File: src/rtl/rpn_stack_ctrl.sv
// RPN stack controller: cached TOS register, lower entries in an external synchronous RAM.
// Optional macro RPN_MUL_EN enables opcode 110 as an 8-bit MUL; otherwise 110 raises err_op.
module rpn_stack_ctrl #(
    parameter int unsigned ADDR_W = 4
) (
    input  logic              CLOCK_50,
    input  logic              reset,
    input  logic              op_valid,
    input  logic [2:0]        op_code,
    input  logic [7:0]        op_data,
    output logic              op_ready,
    output logic              done,
    output logic [ADDR_W-1:0] ram_addr,
    output logic              ram_wren,
    output logic [7:0]        ram_wdata,
    input  logic [7:0]        ram_rdata,
    output logic [7:0]        tos,
    output logic [ADDR_W:0]   depth,
    output logic              err_ovf,
    output logic              err_unf,
    output logic              err_op
);

    localparam int unsigned DW  = ADDR_W + 1;
    localparam int unsigned CAP = 1 << ADDR_W;

`ifdef RPN_MUL_EN
    localparam bit MUL_EN = 1'b1;
`else
    localparam bit MUL_EN = 1'b0;
`endif

    localparam logic [2:0] OP_PUSH = 3'b000;
    localparam logic [2:0] OP_POP  = 3'b001;
    localparam logic [2:0] OP_ADD  = 3'b010;
    localparam logic [2:0] OP_SUB  = 3'b011;
    localparam logic [2:0] OP_AND  = 3'b100;
    localparam logic [2:0] OP_OR   = 3'b101;
    localparam logic [2:0] OP_MUL  = 3'b110;
    localparam logic [2:0] OP_CLR  = 3'b111;

    typedef enum logic [1:0] {IDLE, WR, RD, EXEC} state_t;

    state_t            state_q, state_d;
    logic [7:0]        tos_q, tos_d;
    logic [DW-1:0]     depth_q, depth_d;
    logic [2:0]        opc_q, opc_d;
    logic [7:0]        data_q, data_d;
    logic              done_q, done_d;
    logic              ready_q, ready_d;
    logic [ADDR_W-1:0] addr_q, addr_d;
    logic              wren_q, wren_d;
    logic [7:0]        wdata_q, wdata_d;
    logic              ovf_q, ovf_d;
    logic              unf_q, unf_d;
    logic              eop_q, eop_d;
    logic [ADDR_W-1:0] sp_c;
    logic [7:0]        alu_c;

    assign sp_c = (depth_q == '0) ? '0 : ADDR_W'(depth_q - DW'(1));

    // EXEC result: NOS (arriving on ram_rdata) combined with TOS; POP just takes NOS
    always_comb begin
        alu_c = ram_rdata;
        case (opc_q)
            OP_ADD:  alu_c = ram_rdata + tos_q;
            OP_SUB:  alu_c = ram_rdata - tos_q;
            OP_AND:  alu_c = ram_rdata & tos_q;
            OP_OR:   alu_c = ram_rdata | tos_q;
`ifdef RPN_MUL_EN
            OP_MUL:  alu_c = 8'(ram_rdata * tos_q);
`endif
            default: alu_c = ram_rdata;
        endcase
    end

    always_comb begin
        state_d = state_q;
        tos_d   = tos_q;
        depth_d = depth_q;
        opc_d   = opc_q;
        data_d  = data_q;
        done_d  = 1'b0;
        addr_d  = '0;
        wren_d  = 1'b0;
        wdata_d = '0;
        ovf_d   = ovf_q;
        unf_d   = unf_q;
        eop_d   = eop_q;

        case (state_q)
            IDLE: begin
                if (op_valid && ready_q) begin
                    opc_d = op_code;
                    data_d = op_data;
                    case (op_code)
                        OP_PUSH: begin
                            if (depth_q == '0) begin
                                tos_d   = op_data;
                                depth_d = DW'(1);
                                done_d  = 1'b1;
                            end else if (depth_q == DW'(CAP)) begin
                                ovf_d  = 1'b1;
                                done_d = 1'b1;
                            end else begin
                                state_d = WR;
                                addr_d  = sp_c;
                                wren_d  = 1'b1;
                                wdata_d = tos_q;
                            end
                        end
                        OP_CLR: begin
                            tos_d   = '0;
                            depth_d = '0;
                            done_d  = 1'b1;
                        end
                        default: begin
                            // POP and the binary ops share the NOS read path
                            if (op_code == OP_MUL && !MUL_EN) begin
                                eop_d  = 1'b1;
                                done_d = 1'b1;
                            end else if (op_code == OP_POP && depth_q == DW'(1)) begin
                                tos_d   = '0;
                                depth_d = '0;
                                done_d  = 1'b1;
                            end else if (depth_q < DW'(2)) begin
                                unf_d  = 1'b1;
                                done_d = 1'b1;
                            end else begin
                                state_d = RD;
                                addr_d  = sp_c - ADDR_W'(1);
                            end
                        end
                    endcase
                end
            end
            WR: begin
                state_d = IDLE;
                tos_d   = data_q;
                depth_d = depth_q + DW'(1);
                done_d  = 1'b1;
            end
            RD: begin
                state_d = EXEC;
            end
            EXEC: begin
                state_d = IDLE;
                tos_d   = alu_c;
                depth_d = depth_q - DW'(1);
                done_d  = 1'b1;
            end
            default: state_d = IDLE;
        endcase

        ready_d = (state_d == IDLE);
    end

    always_ff @(posedge CLOCK_50) begin
        if (reset) begin
            state_q <= IDLE;
            tos_q   <= '0;
            depth_q <= '0;
            opc_q   <= '0;
            data_q  <= '0;
            done_q  <= 1'b0;
            ready_q <= 1'b1;
            addr_q  <= '0;
            wren_q  <= 1'b0;
            wdata_q <= '0;
            ovf_q   <= 1'b0;
            unf_q   <= 1'b0;
            eop_q   <= 1'b0;
        end else begin
            state_q <= state_d;
            tos_q   <= tos_d;
            depth_q <= depth_d;
            opc_q   <= opc_d;
            data_q  <= data_d;
            done_q  <= done_d;
            ready_q <= ready_d;
            addr_q  <= addr_d;
            wren_q  <= wren_d;
            wdata_q <= wdata_d;
            ovf_q   <= ovf_d;
            unf_q   <= unf_d;
            eop_q   <= eop_d;
        end
    end

    assign op_ready  = ready_q;
    assign done      = done_q;
    assign ram_addr  = addr_q;
    assign ram_wren  = wren_q;
    assign ram_wdata = wdata_q;
    assign tos       = tos_q;
    assign depth     = depth_q;
    assign err_ovf   = ovf_q;
    assign err_unf   = unf_q;
    assign err_op    = eop_q;

endmodule

File: config.mk
export PLATFORM = sky130hd
export DESIGN_NAME = rpn_stack_ctrl
export DESIGN_NICKNAME = d
export VERILOG_FILES = /design/src/rtl/rpn_stack_ctrl.sv
export SDC_FILE = /design/constraint.sdc
export NUM_CORES = 1
export LEC_CHECK = 0
export CORE_UTILIZATION = 40
export CTS_BUF_LIST = sky130_fd_sc_hd__clkbuf_2
export CTS_CLUSTER_SIZE = 25
export DETAILED_ROUTE_END_ITERATION = 12
export PLACE_DENSITY = 0.64
export SLEW_MARGIN = 20
export SYNTH_ARGS = -nofsm -noshare
export SYNTH_HDL_FRONTEND = slang
export SYNTH_SLANG_ARGS = --single-unit
File: constraint.sdc
create_clock -name CLOCK_50 -period 3.85 [get_ports CLOCK_50]
set_clock_uncertainty 0.2 [all_clocks]
set_input_delay 0.77 -clock CLOCK_50 [delete_from_list [all_inputs] [get_ports CLOCK_50]]
set_output_delay 0.77 -clock CLOCK_50 [all_outputs]
set_load 0.005 [all_outputs]
==> impl.org <==
** Floorplanning
- The core region is ~6800 um^2.
- The floorplan step set the die width to ~86 um.
- Die outline height :: between 80 and 90 um
- For this configuration, the core starts out at a cell density of 41.30%.
- The floorplan has 30 rows.
- I/O pin count :: 53
- Die Footprint :: 7314 um^2

** STA
- The number of pins exceeding their max-slew limit in the final report was 0.
- Setup repair after global routing left no endpoint under its margin.
- Derived from the worst setup path, the maximum achievable clock frequency is 0.2990 GHz.
- After layout, the worst setup slack is 0.5059 ns.
- Share of the clock period used by the worst path :: around 87%
- Number of hold-slack violations in the final timing report :: 0
- After layout, the minimum clock period comes to ~3.3 ns.
- The worst pin sits at a relative slew slack of a little under three fifths.
- Summed over all failing endpoints, the final setup total negative slack is 0 ns.
- Final setup viols :: 0
- Hold Worst Slack :: roughly 0.27 ns
- For the pin with the worst max-slew slack, the measured transition is approximately 0.65 ns.

** Detailed routing
- For this run, design rule violations remaining after detail routing come to 0.
- The count of nets left with antenna violations once routing finished came out at 0.
- Dividing the detail-routed via count by the number of cells gives around 5.6.
- Number of detailed-route iterations in the first pass :: 4
- Drt wl/cell :: 15.17 um
- The routed layout has approximately 2,700 vias.
- Starting DRT DRC Count :: 220
- The final layout contains routed wiring with a total length of 7388 um.

** Job
- Max Cap Violations :: 0

** Synth
- Mux share of post-synthesis cell area :: 0.7623%
- In this run, synthesis produced a sequential element count of between 40 and 50.
- Adder and majority cell fraction of the synthesized area :: ~8%
- Synthesized-area fraction occupied by xor and xnor cells :: ~3.5%
- Synth async-reset ratio :: 0%
- Most common cell in the netlist :: nand2_1
- The number of nets in the synthesized netlist is between 300 and 400.
- Among all flip-flop cells after synthesis, the most frequent one is dfxtp_1.
- Cell types with the highest counts after synthesis :: 51 x nand2_1, 44 x dfxtp_1, 36 x a21oi_1
- Post-synth EDFFs :: 0
- By area, the combinational part of the netlist is dominated by compound AO/OA/AOI/OAI gates.
- Number of warnings printed during yosys synthesis :: 0
- Synthesis handed over a netlist of ~360 instances.
- Synthesized area per cell :: 7.729 um^2
- Sequential elements use between 30% and 40% of the synthesized area.
- The synthesized netlist devotes roughly 26% of its cell area to compound gates.
- Total standard cell area after synthesis :: 2790 um^2
- Distinct cell type count after synthesis :: between 50 and 60
- The synthesized design devotes to its leading area cell type 31.57% of total area.
- Of the total synthesized cell area, the portion taken by AND, OR, NAND and NOR gates is between 20 and 30%.
- By area the synthesized netlist is led by dfxtp_1 32%, nand2_1 6.9%, ha_1 6.7%.
- Cell type with the highest aggregate area in the netlist :: dfxtp_1

** CTS
- The number of hold buffers added after CTS was 0.
- Number of buffers on the longest clock path :: 2
- Setup Fix Bufs, Post-CTS :: 0
- Clock tree from TritonCTS :: built
- Root buf cell :: clkbuf_2
- Clock tree synthesis found a total of 44 sinks.
- In this run, CTS created clock tree buffers numbering 5.
- The number of gates resized after CTS was 0.
- Clock latency on the worst-skew pair :: around 0.41 ns
- Clock-pin slew on the worst setup and hold paths :: between 0.2 and 0.25 ns
- CTS built an H-tree with a depth of 2.

** Status
- Run status :: completed

** Pwr
- IR analysis of the VDD net gives a maximum drop of 0.1504 mV.
- Leakage power summed over all cells :: 0.001214 uW
- For this design the ratio of total power to cell area is 304.9 nW/um^2.

** Global routing
- The via count of the first global-routing pass is roughly 2,400.
- Global routing finished with a remaining overflow of 0.
- Initial antenna violation count :: 0
- The first global-routing pass estimated 12,140 um of wire.
- Pin count of the biggest net entering global routing :: 20
- Aggregate global-route resource usage :: a little over a fifth

** Layout
- Number of inserted diodes :: 0
- The area growth from synthesis to layout is 24.08%.
- Number of nets in the final layout :: between 400 and 500
- Of the cells placed in the final design, the portion with a size suffix greater than 1 is under 10%.
- Core utilization of the finished layout :: between 50% and 60%
- Fillers :: 660
- Number of standard cells in the final layout excluding fillers :: around 490

** Critical path
- Data on the critical path arrives at its endpoint at between 3 and 4 ns.
- STA classifies the critical path endpoint as a flop.
- The critical path is of the flop to flop type.
- Worst endpoint required time :: between 3 and 4 ns
- In this run the worst path has a maximum fanout of 12.
- STA classifies the critical path startpoint as a flop.

** Place
- Placed Cells :: 480
- IO buf count :: between 50 and 60
- Summed over all nets, the half-perimeter wirelength after detailed placement is roughly 5400 um.
- At the end of routability-driven placement, the weighted congestion stood at 0.8936.
- Before CTS, the worst setup slack after placement is approximately 0.53 ns.

** Min path
- The min-delay analysis places its worst path in the category flop to flop.
## placed cells by master, fill, tap and decap left out, types with 5 or more instances in the layout
cell	count
a211oi_1	7
a21oi_1	36
a31oi_1	9
and2_1	10
buf_4	7
clkbuf_2	5
clkdlybuf4s50_1	52
dfxtp_1	44
ha_1	15
inv_1	15
nand2_1	51
nand2b_1	7
nand3_1	11
nor2_1	29
nor2b_1	7
nor3_1	8
o21ai_0	20
or2_2	5
xnor2_1	11
## through the flow
stage | area [um^2] | total power (uW)
floorplan | 2790 | 652.7
global placement | 3377 | 731.7
detailed placement | 3377 | 732.5
CTS | 3462 | 1061
global route | 3462 | 1113
finish | 3462 | 1056
## layout make-up
class                           instances  area [um^2]  share of cell area, %
Clock buffer                            5        25.02                 0.7228
Inverter                               15        56.30                  1.626
Clock inverter                          2        60.06                  1.735
Sequential cell                        44        880.8                  25.44
Multi-Input combinational cell        282         1767                  51.03
Timing Repair Buffer                   59        573.1                  16.55
Tap cell                               80        100.1                  2.891
## path summary, 6_finish.rpt
path                                   to  cells past startpoint      start  slack, ns
worst max-delay path               tos[7]                      9   opc_q[0]       0.51
worst min register to register  data_q[3]                      2  data_q[3]       0.27
worst max register to register     tos[7]                      9   opc_q[0]       0.51
worst min-delay path            data_q[3]                      2  data_q[3]       0.27
## cells by family after synthesis
family,after synthesis
simple gates,144
compound gates,108
fa+ha+maj,17
buf+inv,35
xor+xnor,11
flops,44
mux,2
## worst max-delay path: stages, from the launching register on
cell and delay [ns]:
dfxtp_1 0.65, and3b_1 0.40, mux2i_1 0.33, ha_1 0.28, nor2b_1 0.14, o31ai_1 0.42, a21oi_1 0.15, or2_2 0.33
a221oi_2 0.24, o211ai_1 0.12
## per-layer routing
layer  part of all wire [%]  routed length, um  vias to the layer above  GRT usage (%)
met4                   0.84                 62                        0          4.091
met5                      0                  0                        -              0
met3                    5.7                419                        5          4.139
met2                     44               3246                       80          33.16
li1                       -                  -                     1378              -
met1                     50               3659                     1256          29.78
## where the power goes
group	internal, uW	switching (uW)
logic	115	127
clock network	171	156
registers	470	16.3
## state kept, by name (all words and copies together), names as in the netlist, 2 cells and up
register	flops
tos	8
data_q	8
ram_addr	4
opc_q	3
depth	5
state_q	2
ram_wdata	8
(Power assumes the default switching activity.)
